File: config.mk
export PLATFORM = sky130hd
export DESIGN_NAME = unstripe
export DESIGN_NICKNAME = d
export VERILOG_FILES = /design/src/rtl/stripe_pkg.sv /design/src/rtl/unstripe_lane_fifo.sv /design/src/rtl/unstripe.sv
export SDC_FILE = /design/constraint.sdc
export NUM_CORES = 1
export LEC_CHECK = 0
export ABC_AREA = 1
export CORE_MARGIN = 5
export CORE_UTILIZATION = 50
export DETAILED_ROUTE_END_ITERATION = 8
export HOLD_SLACK_MARGIN = 0.1
export PLACE_DENSITY = 0.69
export SLEW_MARGIN = 20
export SYNTH_ARGS = -nofsm -noshare
export SYNTH_HDL_FRONTEND = slang
export SYNTH_SLANG_ARGS = --single-unit
export TNS_END_PERCENT = 10
File: constraint.sdc
create_clock -name clk_2f -period 5.64 [get_ports clk_2f]
set_input_delay 0.846 -clock clk_2f [delete_from_list [all_inputs] [get_ports clk_2f]]
set_output_delay 0.846 -clock clk_2f [all_outputs]
set_load 0.005 [all_outputs]
File: src/rtl/stripe_pkg.sv
// Shared definitions for the stripe/unstripe lane pair:
// default widths and the lane selector state encoding.
package stripe_pkg;

    localparam int WIDTH_DEF = 32;
    localparam int DEPTH_DEF = 4;

    typedef enum logic {
        EXPECT0 = 1'b0,
        EXPECT1 = 1'b1
    } sel_state_e;

endpackage

File: src/rtl/unstripe_lane_fifo.sv
// Per-lane word FIFO for unstripe: power-of-two depth,
// natural pointer wrap, synchronous active-low reset.
module lane_fifo #(
    parameter int WIDTH = 32,
    parameter int DEPTH = 4
) (
    input  logic                   clk,
    input  logic                   rst_n,
    input  logic                   push,
    input  logic                   pop,
    input  logic [WIDTH-1:0]       wdata,
    output logic [WIDTH-1:0]       rdata,
    output logic [$clog2(DEPTH):0] count,
    output logic                   full,
    output logic                   empty
);

    localparam int AW = $clog2(DEPTH);

    logic [AW-1:0]    wptr_q;
    logic [AW-1:0]    rptr_q;
    logic [AW:0]      cnt_q;
    logic [WIDTH-1:0] mem_q [DEPTH];

    // Storage array; contents need no reset since count gates reads.
    always_ff @(posedge clk) begin
        if (push) begin
            mem_q[wptr_q] <= wdata;
        end
    end

    // Pointer and occupancy bookkeeping.
    always_ff @(posedge clk) begin
        if (!rst_n) begin
            wptr_q <= '0;
            rptr_q <= '0;
            cnt_q  <= '0;
        end else begin
            if (push) begin
                wptr_q <= wptr_q + AW'(1);
            end
            if (pop) begin
                rptr_q <= rptr_q + AW'(1);
            end
            if (push && !pop) begin
                cnt_q <= cnt_q + (AW+1)'(1);
            end else if (pop && !push) begin
                cnt_q <= cnt_q - (AW+1)'(1);
            end
        end
    end

    assign rdata = mem_q[rptr_q];
    assign count = cnt_q;
    assign full  = (cnt_q == (AW+1)'(DEPTH));
    assign empty = (cnt_q == '0);

endmodule

File: src/rtl/unstripe.sv
// Two-lane to one-stream merger with strict lane0/lane1 alternation.
// Error detection is compiled in only when UNSTRIPE_ERR_EN is defined.
module unstripe
    import stripe_pkg::*;
#(
    parameter int WIDTH = WIDTH_DEF,
    parameter int DEPTH = DEPTH_DEF
) (
    input  logic             clk_2f,
    input  logic             reset,
    input  logic [WIDTH-1:0] lane0,
    input  logic             valid0,
    input  logic [WIDTH-1:0] lane1,
    input  logic             valid1,
    output logic [WIDTH-1:0] dataOut,
    output logic             validOut,
    output logic             full0,
    output logic             full1,
    output logic             err_overflow,
    output logic             err_skew
);

    localparam int CW = $clog2(DEPTH) + 1;

    sel_state_e       state_q;
    logic [WIDTH-1:0] data_q;
    logic             valid_q;

    logic [WIDTH-1:0] rdata0, rdata1;
    logic [CW-1:0]    cnt0, cnt1;
    logic             f0, f1, e0, e1;
    logic             pop0, pop1, push0, push1;

    assign pop0  = (state_q == EXPECT0) && !e0;
    assign pop1  = (state_q == EXPECT1) && !e1;
    assign push0 = valid0 && ((cnt0 != CW'(DEPTH)) || pop0);
    assign push1 = valid1 && ((cnt1 != CW'(DEPTH)) || pop1);

    lane_fifo #(.WIDTH(WIDTH), .DEPTH(DEPTH)) u_fifo0 (
        .clk   (clk_2f),
        .rst_n (reset),
        .push  (push0),
        .pop   (pop0),
        .wdata (lane0),
        .rdata (rdata0),
        .count (cnt0),
        .full  (f0),
        .empty (e0)
    );

    lane_fifo #(.WIDTH(WIDTH), .DEPTH(DEPTH)) u_fifo1 (
        .clk   (clk_2f),
        .rst_n (reset),
        .push  (push1),
        .pop   (pop1),
        .wdata (lane1),
        .rdata (rdata1),
        .count (cnt1),
        .full  (f1),
        .empty (e1)
    );

    // Selector FSM: pop the expected lane's head, never skip a lane.
    always_ff @(posedge clk_2f) begin
        if (!reset) begin
            state_q <= EXPECT0;
            data_q  <= '0;
            valid_q <= 1'b0;
        end else begin
            unique case (state_q)
                EXPECT0: begin
                    if (!e0) begin
                        data_q  <= rdata0;
                        valid_q <= 1'b1;
                        state_q <= EXPECT1;
                    end else begin
                        valid_q <= 1'b0;
                    end
                end
                EXPECT1: begin
                    if (!e1) begin
                        data_q  <= rdata1;
                        valid_q <= 1'b1;
                        state_q <= EXPECT0;
                    end else begin
                        valid_q <= 1'b0;
                    end
                end
                default: begin
                    state_q <= EXPECT0;
                    valid_q <= 1'b0;
                end
            endcase
        end
    end

    assign dataOut  = data_q;
    assign validOut = valid_q;
    assign full0    = f0;
    assign full1    = f1;

`ifdef UNSTRIPE_ERR_EN
    logic ovf_q, skew_q;
    logic ovf_d, skew_d;

    assign ovf_d  = (valid0 && !push0) || (valid1 && !push1);
    assign skew_d = ((state_q == EXPECT0) && e0 && f1)
                 || ((state_q == EXPECT1) && e1 && f0);

    // Sticky error flags; cleared only by reset.
    always_ff @(posedge clk_2f) begin
        if (!reset) begin
            ovf_q  <= 1'b0;
            skew_q <= 1'b0;
        end else begin
            if (ovf_d) begin
                ovf_q <= 1'b1;
            end
            if (skew_d) begin
                skew_q <= 1'b1;
            end
        end
    end

    assign err_overflow = ovf_q;
    assign err_skew     = skew_q;
`else
    assign err_overflow = 1'b0;
    assign err_skew     = 1'b0;
`endif

endmodule

Word level (Yosys, flattened, before mapping)
Memory sizes are Yosys's and may differ from the RTL's. A register that Yosys moved wholly into a read port is not among the register bits.
Index checks and enable logic that the tools add are counted.

storage, ports and cells
  word-level logic and storage cells = 67
  register bits = 48
  memories = 2
  bits of input ports = 68
  output and inout bits = 37
  RAM bits = 256

cells by class
  reductions and logical operators = 21
  eq/ne operators = 6
  bitwise operators = 1
  $add $sub $neg = 8
  muxes and demuxes = 20

memory list
  name           depth  bits a word  read ports  clocked after memory_dff  wr ports  RTL line                  text
  u_fifo0.mem_q  4      32           1           1                         1         unstripe_lane_fifo.sv:23  logic [WIDTH-1:0] mem_q [DEPTH];
  u_fifo1.mem_q  4      32           1           1                         1         unstripe_lane_fifo.sv:23

operators by type and width
  cell                                               count
  two-way mux 32 bit                                 2
  one-hot mux 32 bit (2 select lines)                1
  two-way mux 3 bit                                  4
  adder 2 x 1 -> 2 bit (second input constant)       4
  logical AND 1 bit                                  8
  two-way mux 2 bit                                  4
  two-way mux 1 bit                                  7
  adder 3 x 1 -> 3 bit (second input constant)       2
  == test 3 bit (second input constant)              2
  logical NOT 1 bit                                  6
  logical NOT 3 bit                                  2
  != test 3 bit (second input constant)              2
  subtractor 3 x 1 -> 3 bit (second input constant)  2
  != test 2 bit (second input constant)              2
  one-hot mux 1 bit (2 select lines)                 2
  nonzero test 2 bit                                 2
  logical OR 1 bit                                   2
  AND reduction 2 bit                                1
  inverter 1 bit                                     1

Depth between registers and ports, before layout
Gate-level depths: netlist of the first run.

  word-level depth = 9
  mapped depth = 12
  depth with buffers taken out = 12

Cells and area by module
A second synthesis of the first run with hierarchy kept.

unflattened totals
  cells, all modules = 1066
  area total of the unflattened synthesis = 12384.4 um^2

modules (own cells, without submodules)
  module     times used  cells each  area an instance (um^2)  seq. area each (um^2)
  lane_fifo  2           367         5220.0                   4023.9
  unstripe   1           332         1944.4                   680.7

Worst setup path after synthesis of the first run
Ideal clock, no wire load.

  path kind = input to register
  start = input valid0
  end = memory u_fifo0.mem_q[0][0] (enable)
  path buffers = 0
  library setup time = 0.421 ns
  setup slack = 2.913 ns
  stages = 2
  required time = 5.219 ns
  arrival time = 2.306 ns
  cells stage by stage = nand2_2 -> nor2_1

between the ends
  longest elaborated chain between the ends = 3

ends and longest elaborated chain
  what                                     RTL line                  text
  start: declaration                       unstripe.sv:12            input logic valid0,
  logical AND 1 bit                        unstripe.sv:36            assign push0 = valid0 && ((cnt0 != CW'(DEPTH)) || pop0);
  two-way mux 1 bit                        unstripe_lane_fifo.sv:27  if (push) begin
  two-way mux 1 bit (not written as such)  unstripe_lane_fifo.sv:28  mem_q[wptr_q] <= wdata;
  end: declaration                         unstripe_lane_fifo.sv:23

No other way between the ends.

Worst setup path after layout of the first run
  start = register u_fifo0.cnt_q[0], in the netlist u_fifo0.count[0]
  end = output full0

between the ends
  longest elaborated chain between the ends = 1

ends and longest elaborated chain
  what                      RTL line                  text
  start: declaration        unstripe_lane_fifo.sv:22  logic [AW:0] cnt_q;
  start signal: assignment  unstripe_lane_fifo.sv:46  cnt_q <= cnt_q + (AW+1)'(1);
  start signal: assignment  unstripe_lane_fifo.sv:48  cnt_q <= cnt_q - (AW+1)'(1);
  == test 3 bit             unstripe_lane_fifo.sv:55  assign full = (cnt_q == (AW+1)'(DEPTH));
  end: declaration          unstripe.sv:17            output logic full0,

No other way between the ends.

==> results of run 1 <==
==> layout make-up <==
| cell class | instances | area (sq um) | area share [%] |
|---|---|---|---|
| Multi-Input combinational cell | 617 | 2912 | 20.27 |
| Clock inverter | 16 | 162.7 | 1.132 |
| Inverter | 43 | 168.9 | 1.176 |
| Clock buffer | 41 | 853.3 | 5.940 |
| Timing Repair Buffer | 117 | 1134 | 7.891 |
| Tap cell | 324 | 405.4 | 2.822 |
| Sequential cell | 308 | 8731 | 60.77 |
==> power by group through the flow <==
stage          sequential, mW  clock, mW  combinational (mW)
2_1_floorplan            2.91          0                1.26
3_3_place_gp             2.93          0                1.82
3_5_place_dp             2.93          0                1.86
4_1_cts                  2.89       2.05                1.87
5_1_grt                  2.91       2.15                2.08
6_report                 2.89       2.01                1.83
==> routing by layer <==
metal	wire [microns]	part of all wire, %
met5	0	0
met4	706	2.7
met3	1670	6.3
met2	12900	49
met1	11120	42
==> flip-flops by register name (all words and copies together) (netlist names), named ones only <==
signal / count
u_fifo1.rptr_q: 2
u_fifo1.wptr_q: 2
u_fifo0.rptr_q: 2
u_fifo0.mem_q: 128
u_fifo1.mem_q: 128
validOut: 1
dataOut: 32
u_fifo0.wptr_q: 2
state_q: 1
u_fifo0.count: 3
u_fifo1.count: 3
==> cell families after synthesis <==
| kind of cell | share of synthesized area (%) |
|---|---|
| and+or+nand+nor | 15.30 |
| DFF | 72.05 |
| AOI/OAI and AO/OA | 7.003 |
| buffers and inverters | 4.111 |
| adders and majority gates | 1.363 |
| xor gates and xnor gates | 0.1446 |
| other | 0.03096 |
==> path summary, 6_finish.rpt <==
path              depth (start not counted)                       end                           start  slack (ns)
hold / removal                            2                  register  u_fifo0.rptr_q[1]$_SDFFE_PN0N_        0.47
setup / recovery                          2                     full0   u_fifo0.count[0]$_SDFFE_PN0P_        2.98
setup reg to reg                          6  dataOut[30]$_SDFFE_PN0P_                        register        3.36
hold reg to reg                           2                  register  u_fifo0.rptr_q[1]$_SDFFE_PN0N_        0.47
==> synth_stat cells (all sizes together) <==
| cell type | instances |
|---|---|
| ha | 10 |
| nand3 | 103 |
| xor2 | 2 |
| o21ai | 106 |
| clkbuf | 22 |
| dfxtp | 52 |
| buf | 36 |
| nand2 | 181 |
| fa | 2 |
| edfxtp | 256 |
| o211ai | 31 |
| conb | 1 |
| nor2 | 161 |
| a21oi | 17 |
| inv | 43 |
| nor3 | 2 |
==> worst max-delay path, delay by kind of cell, from the launching register on <==
family                 cells  cell delay [ns]
and+or+nand+nor            1             0.33
buffers and inverters      1             0.57
DFF                        1             0.37
==> run summary, run 1 <==
The flow ran to the end, and the final reports show no timing, DRC or antenna violations. The core region is 24110 sq um. The count of warnings emitted by yosys was 0.

The tools report the total CTS buffers as 31. In this run the worst hold path is classified as register to register. Pin placement for this block handled 105 I/O pins. The slowest stage of the critical path is the sky130_fd_sc_hd__clkdlybuf4s50_1 cell. TritonCTS built the clock tree. For the final routed database, the setup TNS stands at 0 ns. Summing internal, switching and leakage power gives 6.735 mW. OpenSTA, run right after detailed placement, puts the worst setup slack at 2.909 ns.

Number of remaining DRC errors: 0. The maximum fanout encountered on the critical timing path was 4; the leakage power figure was 5.261 nW. Total setup violations reported at the end of the flow: 0.

For the setup fix buffers added after clock tree synthesis, the log shows 0. Synthesis inferred 308 register bits. H-tree depth: 1. The HPWL after detailed placement is 15370 microns, and the power per unit of standard cell area is 468.8 nW/um^2.

The clock drives 308 sinks. sky130_fd_sc_hd__edfxtp_1 takes more of the synthesized area than any other cell. IR analysis of the VDD net gives a maximum drop of 0.3578 mV. The run gives 68 as the maximum number of pins on one net before global-route repair.

From synthesis to final layout, the design area changed by 18.59%. At the end of the flow the core is filled with cells to 59.60%. The pin slew with the least headroom to its limit was 0.9453 ns; the internal power was 4.565 mW. The number of placed instances, taps included, is 1409.

The met3 capacity usage during global routing came out at 3.503%. For this design the total switching power over the nets is 2.171 mW. The run gives 18.76% as the total routing usage reported by global routing. Share of the clock period used by the worst path: 47.14%. Post-detailed-route via-to-cell ratio: 5.252. The logs give 376.1 MHz for the achievable clock frequency and 25.28% for the met1 track utilization from global routing.

The total placed instance area came out at 13350 sq um. The fraction of power spent switching nets was 32.23%; the number of buffers on the longest clock path was 3. Across the run, the number of max-cap violations was 0. The worst pin sits at a relative slew slack of 36.89%. Sequential elements use 72.05% of the synthesized area.

For the fraction of power consumed by the clock network, the log shows 29.8%. STA classifies the critical path startpoint as a register. The critical path's largest stage delay is 0.57 ns, and the number of global-route vias before repair is 7516. The required time reported for the critical path endpoint came out at 4.79 ns. Summed over all layers, the global routing overflow is 0. For the number of antenna violations at the first check in global routing, the log shows 0. The run gives 0 as the number of pins with negative max-slew slack in the final report. After global routing, the most crowded layer is met2. The detailed-route wire length per cell came out at 18.01 microns. For the met2 usage in global routing, the log shows 31.11%. The top cell types in the final layout, fill and taps aside, are 256 x sky130_fd_sc_hd__edfxtp_1, 176 x sky130_fd_sc_hd__nand2_1, 152 x sky130_fd_sc_hd__nor2_1. Setup repair after global routing left no endpoint under its margin. In this run the biggest area consumer among cell types represents 63.46% of the synthesized area. In this run the tool buffered the top-level ports with 102 buffer cells. Clock tree synthesis selected as its root buffer the cell sky130_fd_sc_hd__clkbuf_16. The filler cells instantiated in the layout total 1964.

Worst clock skew: 0.007141 ns. The die is 165.7 microns wide. The first global-routing pass estimated 41170 microns of wire. Shortest period the worst path allows: 2.659 ns. For this block, the via count after detailed routing is 7700. The total die area is 27440 sq um, and the number of cells upsized or downsized after cts is 0. By area the synthesized netlist is led by sky130_fd_sc_hd__edfxtp_1 63%, sky130_fd_sc_hd__dfxtp_1 8.6%, sky130_fd_sc_hd__nand2_1 5.5%. For this block, the routed nets add up to 26400 microns of wire. The run gives 0.54 ns as the clock latency reported for the late side of the worst-skew pair. For the number of hold violations in the final report, the log shows 0. The share of final-layout standard cells stronger than drive strength 1 is 7.706%.

The first TritonRoute pass finished after 5 iterations. Once layout is complete, the cells apart from fillers number 1466. The total inserted antenna cells came out at 0.

The run gives 57 as the total number of placement rows. The final-stage net count came out at 1198. After routing the design area is 14370 sq um. The cell count after synthesis came out at 1025. The number of distinct library cells after synthesis is 27.

The clock-pin slew on the worst setup and hold paths works out to 0.06 ns. In this run, flip-flops and latches consume 43.0% of the power. The start-to-end type of the worst setup path is register to primary output. Hold timing on the final database bottoms out at a slack of 0.4689 ns. The critical path goes through nor3_1 -> clkdlybuf4s50_1. For this configuration, the core starts out at a cell density of 50.25%. The area of the mapped netlist is 12110 sq um.

The average cell area after synthesis is 11.82 sq um, and the number of buffers inserted for hold repair after clock tree synthesis is 0. Most common library cell in the layout ignoring fill and taps: sky130_fd_sc_hd__edfxtp_1. The tools report the worst path arrival time as 1.81 ns. The detailed router finished its first iteration with 646 violations. The sort of element at the end of the critical path is a primary output. At the end of routability-driven placement, the weighted congestion stood at 0.8353. The die span in y came out at 165.7 microns. The count of antenna-violating nets left after detailed routing is 0. Once routing completed, OpenROAD measured the worst setup slack at 2.981 ns. The share of total power dissipated in combinational logic is 27.2%.
No activity file was read; power rests on OpenSTA's default activity.
==> run 2: changes to the inputs <==
==> constraint.sdc (replaced) <==
create_clock -name clk_2f -period 2.6 [get_ports clk_2f]
set_input_delay 0.39 -clock clk_2f [delete_from_list [all_inputs] [get_ports clk_2f]]
set_output_delay 0.39 -clock clk_2f [all_outputs]
set_load 0.005 [all_outputs]
==> run 2 against run 1 <==
  * Clock-buffer cell count down 2
  * Via count grew 2.5%
  * Flip-flop and latch count unchanged
  * Setup slack got worse by 2.5 ns
  * Sequential share of layout area fell by 0.14 points
  * Clock power up 100%
  * First-iteration DRC count down 9.4%
  * Critical path type unchanged
  * Largest power group unchanged
==> run summary, run 2 (synthesis gave the netlist of run 1 again) <==
The run finished with clean final reports. The logs give 7890 (+2.5%) for the total vias in the final route and 1 (unchanged) for the H-tree depth. The die span in y was 165.7 microns (unchanged); the share of the clock period used by the worst path was 81.64%. The net switching power of the design came out at 4.707 mW (+120%).

The proportion of power drawn by combinational gates was 27.8% (+0.6 points); the worst path arrival time was 1.73 ns (-0.08 ns). The run gives 43.8% (+0.8 points) as the portion of total power attributed to sequential cells. The number of pins with negative max-slew slack in the final report came out at 0 (unchanged). The tools report the max-capacitance violation count as 0 (unchanged). Die boundary width: 165.7 microns (unchanged).

The number of buffers inserted for hold repair after clock tree synthesis was 0 (unchanged). For the first-pass GRT wire length, the log shows 41340 microns (+0.43%). Setup repair after global routing left no endpoint under its margin. The post-detailed-route via-to-cell ratio was 5.364 (+2.1%); the fraction of power consumed by the clock network was 28.4% (-1.4 points).

The first-iteration detailed-routing DRC count was 585 (-9.4%); the maximum fanout encountered on the critical timing path was 4 (unchanged). The library cells used most frequently in the layout, excluding fill and tap cells, are 256 x sky130_fd_sc_hd__edfxtp_1, 176 x sky130_fd_sc_hd__nand2_1, 152 x sky130_fd_sc_hd__nor2_1. The share of final-layout standard cells stronger than drive strength 1 was 7.149% (-0.56 points); the total wire length after detailed routing was 26800 microns (+1.5%). For hold timing, the worst endpoint is u_fifo0.rptr_q[1]$_SDFFE_PN0N_. TritonCTS built the clock tree.

For the total die area, the log shows 27440 sq um (unchanged). The clock-pin slew on the worst setup and hold paths works out to 0.06 ns (about the same). Leaving out fill and tap cells, the most frequent cell in the layout is sky130_fd_sc_hd__edfxtp_1.

The worst register-to-register path ends at u_fifo0.count[2]$_SDFFE_PN0P_. The tools report the worst-case register-to-register setup slack as 0.57 ns (-2.79 ns). The logs give 308 (unchanged) for the number of clock sinks and 31 (unchanged) for the total CTS buffers. The detailed-route wire length per cell was 18.22 microns (+1.2%); the total routing usage reported by global routing was 18.61% (-0.15 points).

The worst-case headroom to the max-slew limit was 52.75% (+16 points); the shortest period the worst path allows was 2.123 ns. In this run the critical register-to-register path is launched from u_fifo0.count[0]$_SDFFE_PN0P_. Final-stage net count: 1203 (+0.42%). The setup TNS is 0 ns (unchanged). The pin slew with the least headroom to its limit was 0.7088 ns (-0.2365 ns). The cell depth of the worst min-delay path was 2 (unchanged). The tools report the root buffer cell as sky130_fd_sc_hd__clkbuf_16. The final global-route overflow total is 0 (unchanged). For the total setup violations reported at the end of the flow, the log shows 0 (unchanged). The worst supply voltage drop on vdd was 0.5353 mV (+50%). The path class of the tightest hold or removal check is register to register.

For the clock latency reported for the late side of the worst-skew pair, the log shows 0.54 ns (about the same). The element type at the critical path start was a register. The fraction of power spent switching nets works out to 32.61% (+0.38 points). The startpoint identified for the worst hold timing path is u_fifo0.rptr_q[1]$_SDFFE_PN0N_. The area of the placeable core is 24110 sq um (unchanged), and the number of hold violations in the final report is 0 (unchanged).

The number of iterations in the first detailed-routing pass was 5 (unchanged). The tools report the number of global-route vias before repair as 7615 (+1.3%). Count of antenna-violating nets left after detailed routing: 0 (unchanged).

For the number of remaining DRC errors, the log shows 0 (unchanged). The power per unit of standard cell area is 1002 nW/um^2 (+110%), and the setup fix buffers added after clock tree synthesis is 0 (unchanged). The synthesis-to-layout area growth was 18.86%. The worst clock skew is 0.01023 ns (+0.003089 ns), and the achievable clock frequency is 471.1 MHz. The internal power came out at 9.727 mW (+110%). The total inserted antenna cells came out at 0 (unchanged). The tools report the final-layout fill cell count as 1951 (-0.66%). Start-to-end type of the worst setup path: register to primary output.

The effective utilization at floorplan was 50.25% (unchanged); the number of primary I/O pins was 105 (unchanged). The number of cells upsized or downsized after cts was 0 (unchanged); the number of buffers added on ports was 102 (unchanged). The required time reported for the critical path endpoint was 2.21 ns (-2.58 ns); the count of cells along the worst register-to-register path was 11 (+5).

The tools report the number of antenna violations at the first check in global routing as 0 (unchanged). The sort of element at the end of the critical path is a primary output. The leakage power figure came out at 5.255 nW (-0.11%). The placer congestion estimate is 0.7937 (-5.0%), and the post-layout utilization of the core is 59.73% (+0.14 points). The maximum number of pins on one net before global-route repair was 67 (-1.5%).

The logs give 3 (unchanged) for the number of buffers on the longest clock path and 15940 microns (+3.7%) for the HPWL after detailed placement. For the total number of placement rows, the log shows 57 (unchanged).
==> run 2: cell count changes in the layout (fill, tap and decap cells not counted) <==
cell / change
sky130_fd_sc_hd__bufinv_16: -1
sky130_fd_sc_hd__buf_12: +6
sky130_fd_sc_hd__inv_1: +1
sky130_fd_sc_hd__inv_6: -1
sky130_fd_sc_hd__clkinv_4: -1
sky130_fd_sc_hd__clkbuf_8: -4
sky130_fd_sc_hd__clkbuf_1: +2
sky130_fd_sc_hd__buf_4: -1
sky130_fd_sc_hd__clkinv_2: -3
sky130_fd_sc_hd__clkinv_1: +8
sky130_fd_sc_hd__inv_2: -1
==> run 2: through the flow <==
step                total power, mW  worst slack, ns  hold WS, ns  std cells  cell area [sq um]
floorplan                     9.042           0.1510       0.4362       1026              12120
global placement              10.36           0.3637       0.4479       1414              13460
detailed placement            10.45           0.3006       0.4564       1414              13460
CTS                           14.54           0.4470       0.4639       1471              14400
global route                  15.23           0.3641       0.4825       1471              14400
finish                        14.43           0.4773       0.4645       1471              14400
==> run 2: critical path, cell delays in order, from the launching register on <==
cell and delay [ns]:
sky130_fd_sc_hd__dfxtp_1 0.36, sky130_fd_sc_hd__nor3_1 0.29, sky130_fd_sc_hd__clkdlybuf4s50_1 0.56
==> run 2: how the worst max path moves through the flow <==
stage	endpoint	start	slack, ns	cells past startpoint
global placement	u_fifo0.count[2]$_SDFFE_PN0P_	valid0	0.36	10
detailed placement	u_fifo0.count[2]$_SDFFE_PN0P_	valid0	0.30	10
global route	full1	u_fifo1.count[0]$_SDFFE_PN0P_	0.36	2
finish	full1	u_fifo1.count[0]$_SDFFE_PN0P_	0.48	2
CTS	full1	u_fifo1.count[0]$_SDFFE_PN0P_	0.45	2
floorplan	u_fifo1.mem_q[0][0]$_DFFE_PP_	state_q$_SDFF_PN0_	0.15	5
==> run 2: power groups by stage <==
stage	logic, mW	clock network, mW	registers [mW]
after global routing	4.48	4.38	6.37
after CTS	4.06	4.17	6.32
after floorplan	2.74	0	6.31
after detailed placement	4.04	0	6.41
after global placement	3.96	0	6.40
final	4.01	4.10	6.32
==> run 2: layer usage <==
metal | vias to the layer above | share of wire (%) | track usage [%]
met5 | - | 0 | 0
met4 | 0 | 3.3 | 6.420
met3 | 63 | 6.1 | 2.860
met2 | 284 | 48 | 30.42
met1 | 3778 | 43 | 25.75
li1 | 3765 | - | -
==> run 2: final cells by class <==
cell class / instances / area (sq um) / share of cell area (%)
well taps: 324 / 405.4 / 2.815
flip-flops and latches: 308 / 8731 / 60.64
repair buffers: 122 / 1246 / 8.655
clock inverters: 18 / 130.1 / 0.9037
multi-input cells: 617 / 2912 / 20.22
clock buffers: 39 / 805.8 / 5.596
inverters: 43 / 168.9 / 1.173
==> run 3: changes to the inputs <==
==> constraint.sdc (replaced) <==
create_clock -name clk_2f -period 2.15 [get_ports clk_2f]
set_input_delay 0.3225 -clock clk_2f [delete_from_list [all_inputs] [get_ports clk_2f]]
set_output_delay 0.3225 -clock clk_2f [all_outputs]
set_load 0.005 [all_outputs]
==> run 3 against run 2 <==
  * Hold slack got worse by 0.051 ns
  * Flip-flop and latch count did not move
  * Largest cell class unchanged
  * Setup slack got worse by 0.40 ns
  * First-iteration DRC count rose by 11%
  * Global-route usage rose by 0.25 points
  * Core utilization rose by 0.49 points
==> run summary, run 3 (synthesis gave the netlist of run 1 again) <==
The run finished with clean final reports. Proportion of power drawn by combinational gates: 28.2% (+0.4 points). The number of buffers added on ports was 102 (unchanged); the number of clock sinks was 308 (unchanged). The die boundary width was 165.7 microns (unchanged); the portion of total power attributed to sequential cells was 42.7% (-1.1 points). The tools report the sort of element at the end of the critical path as a primary output. The run gives 0.54 ns (about the same) as the clock latency reported for the late side of the worst-skew pair. The worst-case register-to-register setup slack was 0.24 ns (-0.33 ns).

The run gives 0 (unchanged) as the total setup violations reported at the end of the flow. The tools report the worst supply voltage drop on vdd as 0.7339 mV (+37%). The tools report the total vias in the final route as 7795 (-1.2%). In the layout the commonest cells are 256 x sky130_fd_sc_hd__edfxtp_1, 176 x sky130_fd_sc_hd__nand2_1, 152 x sky130_fd_sc_hd__nor2_1.

The run gives 0 (unchanged) as the number of remaining DRC errors. Count of antenna-violating nets left after detailed routing: 0 (unchanged). The die span in y came out at 165.7 microns (unchanged). In this run the worst hold path is classified as primary input to register. Met3 capacity usage during global routing: 3.098% (+0.24 points). The run gives 7571 (-0.58%) as the number of global-route vias before repair.

Number of buffers inserted for hold repair after clock tree synthesis: 0 (unchanged). The most common library cell in the layout ignoring fill and taps was sky130_fd_sc_hd__edfxtp_1. For the number of iterations in the first detailed-routing pass, the log shows 5 (unchanged). The logs give 26690 microns (-0.39%) for the total wire length after detailed routing and 14520 sq um (+0.82%) for the post-route standard cell area excluding fillers.

The logs give 17.79 mW (+23%) for the final total power and 0.8400 (+5.8%) for the placer congestion estimate. The HPWL after detailed placement came out at 16070 microns (+0.77%). The achievable clock frequency is 483.6 MHz. Element type at the critical path start: a register. From synthesis to final layout, the design area changed by 19.83%. The run gives 105 (unchanged) as the number of primary I/O pins.

The tools report the final global-route overflow total as 0 (unchanged). Detailed-route wire length per cell: 18.09 microns (-0.66%). The total routing usage reported by global routing was 18.86% (+0.25 points). The worst setup path is of the register to primary output kind. The run gives 0 (unchanged) as the number of cells upsized or downsized after cts. The power per unit of standard cell area is 1226 nW/um^2 (+22%), and the clock-pin slew on the worst setup and hold paths is 0.06 ns (about the same). The final-stage net count was 1207 (+0.33%).

The total die area is 27440 sq um (unchanged), and the required time reported for the critical path endpoint is 1.83 ns (-0.38 ns). The global routing stage identified its most utilized layer as met2. The run gives 0 (unchanged) as the number of antenna violations at the first check in global routing. The post-detailed-route via-to-cell ratio came out at 5.285 (-1.5%). In this run the critical register-to-register path is captured at u_fifo1.count[2]$_SDFFE_PN0P_. The logs give 31.64% (+1.2 points) for the met2 usage in global routing and 1 (unchanged) for the H-tree depth. The run gives 13530 sq um (+0.50%) as the total placed instance area.

The tools report the end point of the critical path as full0. Setup fix buffers added after clock tree synthesis: 0 (unchanged). The first-iteration detailed-routing DRC count is 650 (+11%), and the met1 track utilization from global routing is 26.06% (+0.31 points).

The net switching power of the design is 5.781 mW (+23%), and the pin slew with the least headroom to its limit is 0.7239 ns (+0.01506 ns). The run gives 67 (unchanged) as the maximum number of pins on one net before global-route repair. The effective utilization at floorplan came out at 50.25% (unchanged).

After layout, the worst path uses 96.19% of the clock period. The tools report the leakage power figure as 5.316 nW (+1.2%). TritonCTS built the clock tree. The run gives 0.008952 ns (-0.001279 ns) as the worst clock skew. The critical register-to-register path startpoint is state_q$_SDFF_PN0_. The fraction of power consumed by the clock network came out at 29.1% (+0.7 points).

For the total number of placement rows, the log shows 57 (unchanged). The count of cells along the worst register-to-register path is 11 (unchanged), and the total inserted antenna cells is 0 (unchanged). Root buffer cell: sky130_fd_sc_hd__clkbuf_16. The max-capacitance violation count is 0 (unchanged). The run gives 41660 microns (+0.77%) as the first-pass GRT wire length. Setup repair after global routing left no endpoint under its margin. The fraction of power spent switching nets was 32.49% (-0.12 points); the shortest period the worst path allows was 2.068 ns. The internal power came out at 12.01 mW (+23%). The share of final-layout standard cells stronger than drive strength 1 was 8.167% (+1.0 points); the maximum fanout encountered on the critical timing path was 4 (unchanged). For the number of pins with negative max-slew slack in the final report, the log shows 0 (unchanged). The logs give 24110 sq um (unchanged) for the area of the placeable core and 3 (unchanged) for the number of buffers on the longest clock path. In this run the worst setup path begins at u_fifo0.count[0]$_SDFFE_PN0P_. The worst path arrival time is 1.75 ns (+0.02 ns). The run gives 31 (unchanged) as the total CTS buffers. The number of hold violations in the final report was 0 (unchanged); the worst-case headroom to the max-slew limit was 51.67% (-1.1 points).
## run 3: cell count changes in the layout (fill, tap and decap cells not counted), sizes merged
| cell | change |
|---|---|
| clkinvlp | +1 |
| bufinv | +1 |
| clkbuf | -2 |
| buf | +4 |
## run 3: worst min-delay path by stage
stage	endpoint	cells past startpoint	startpoint
after floorplan	u_fifo0.mem_q[0][0]$_DFFE_PP_	0	lane0[0]
after global placement	u_fifo1.rptr_q[1]$_SDFFE_PN0N_	2	u_fifo1.rptr_q[1]$_SDFFE_PN0N_
after detailed placement	register	1	u_fifo1.rptr_q[0]$_SDFFE_PN0N_
after CTS	u_fifo1.mem_q[0][28]$_DFFE_PP_	1	lane1[28]
after global routing	u_fifo1.mem_q[0][26]$_DFFE_PP_	1	lane1[26]
final	u_fifo1.mem_q[3][24]$_DFFE_PP_	1	lane1[24]
## run 3: power groups by stage
stage | Combinational [mW] | Clock [mW] | Sequential, mW
after floorplan | 3.31 | 0 | 7.63
after global placement | 4.96 | 0 | 7.69
after detailed placement | 5.06 | 0 | 7.71
after CTS | 5.10 | 5.29 | 7.60
after global routing | 5.63 | 5.54 | 7.66
final | 5.01 | 5.18 | 7.60
## run 3: worst max-delay path, cell delays in order (launching register included)
cell	delay, ns
sky130_fd_sc_hd__dfxtp_1	0.36
sky130_fd_sc_hd__nor3_1	0.27
sky130_fd_sc_hd__clkdlybuf4s50_1	0.58
## run 3: layout make-up
cell class	count	area, sq um
Timing Repair Buffer	126	1314
Clock inverter	20	177.7
Multi-Input combinational cell	617	2912
Inverter	43	168.9
Clock buffer	37	808.3
Tap cell	324	405.4
Sequential cell	308	8731
Fill cell	1928	9589
## run 3: through the flow
stage               cells  worst slack, ns  TNS [ns]  util (%)  hold WS (ns)
detailed placement   1418          0.06768         0     56.13        0.4616
global placement     1418          0.05128         0     56.13        0.4490
global route         1475          0.01159         0     60.22        0.4081
CTS                  1475          0.07823         0     60.22        0.3967
finish               1475          0.08198         0     60.22        0.4135
floorplan            1026          -0.2990    -75.62         -        0.4214
## run 3: routing by layer
metal / up-vias / share of wire, %
li1: 3777 / -
met1: 3746 / 42
met2: 232 / 49
met3: 40 / 6.4
met4: 0 / 2.0
met5: - / 0
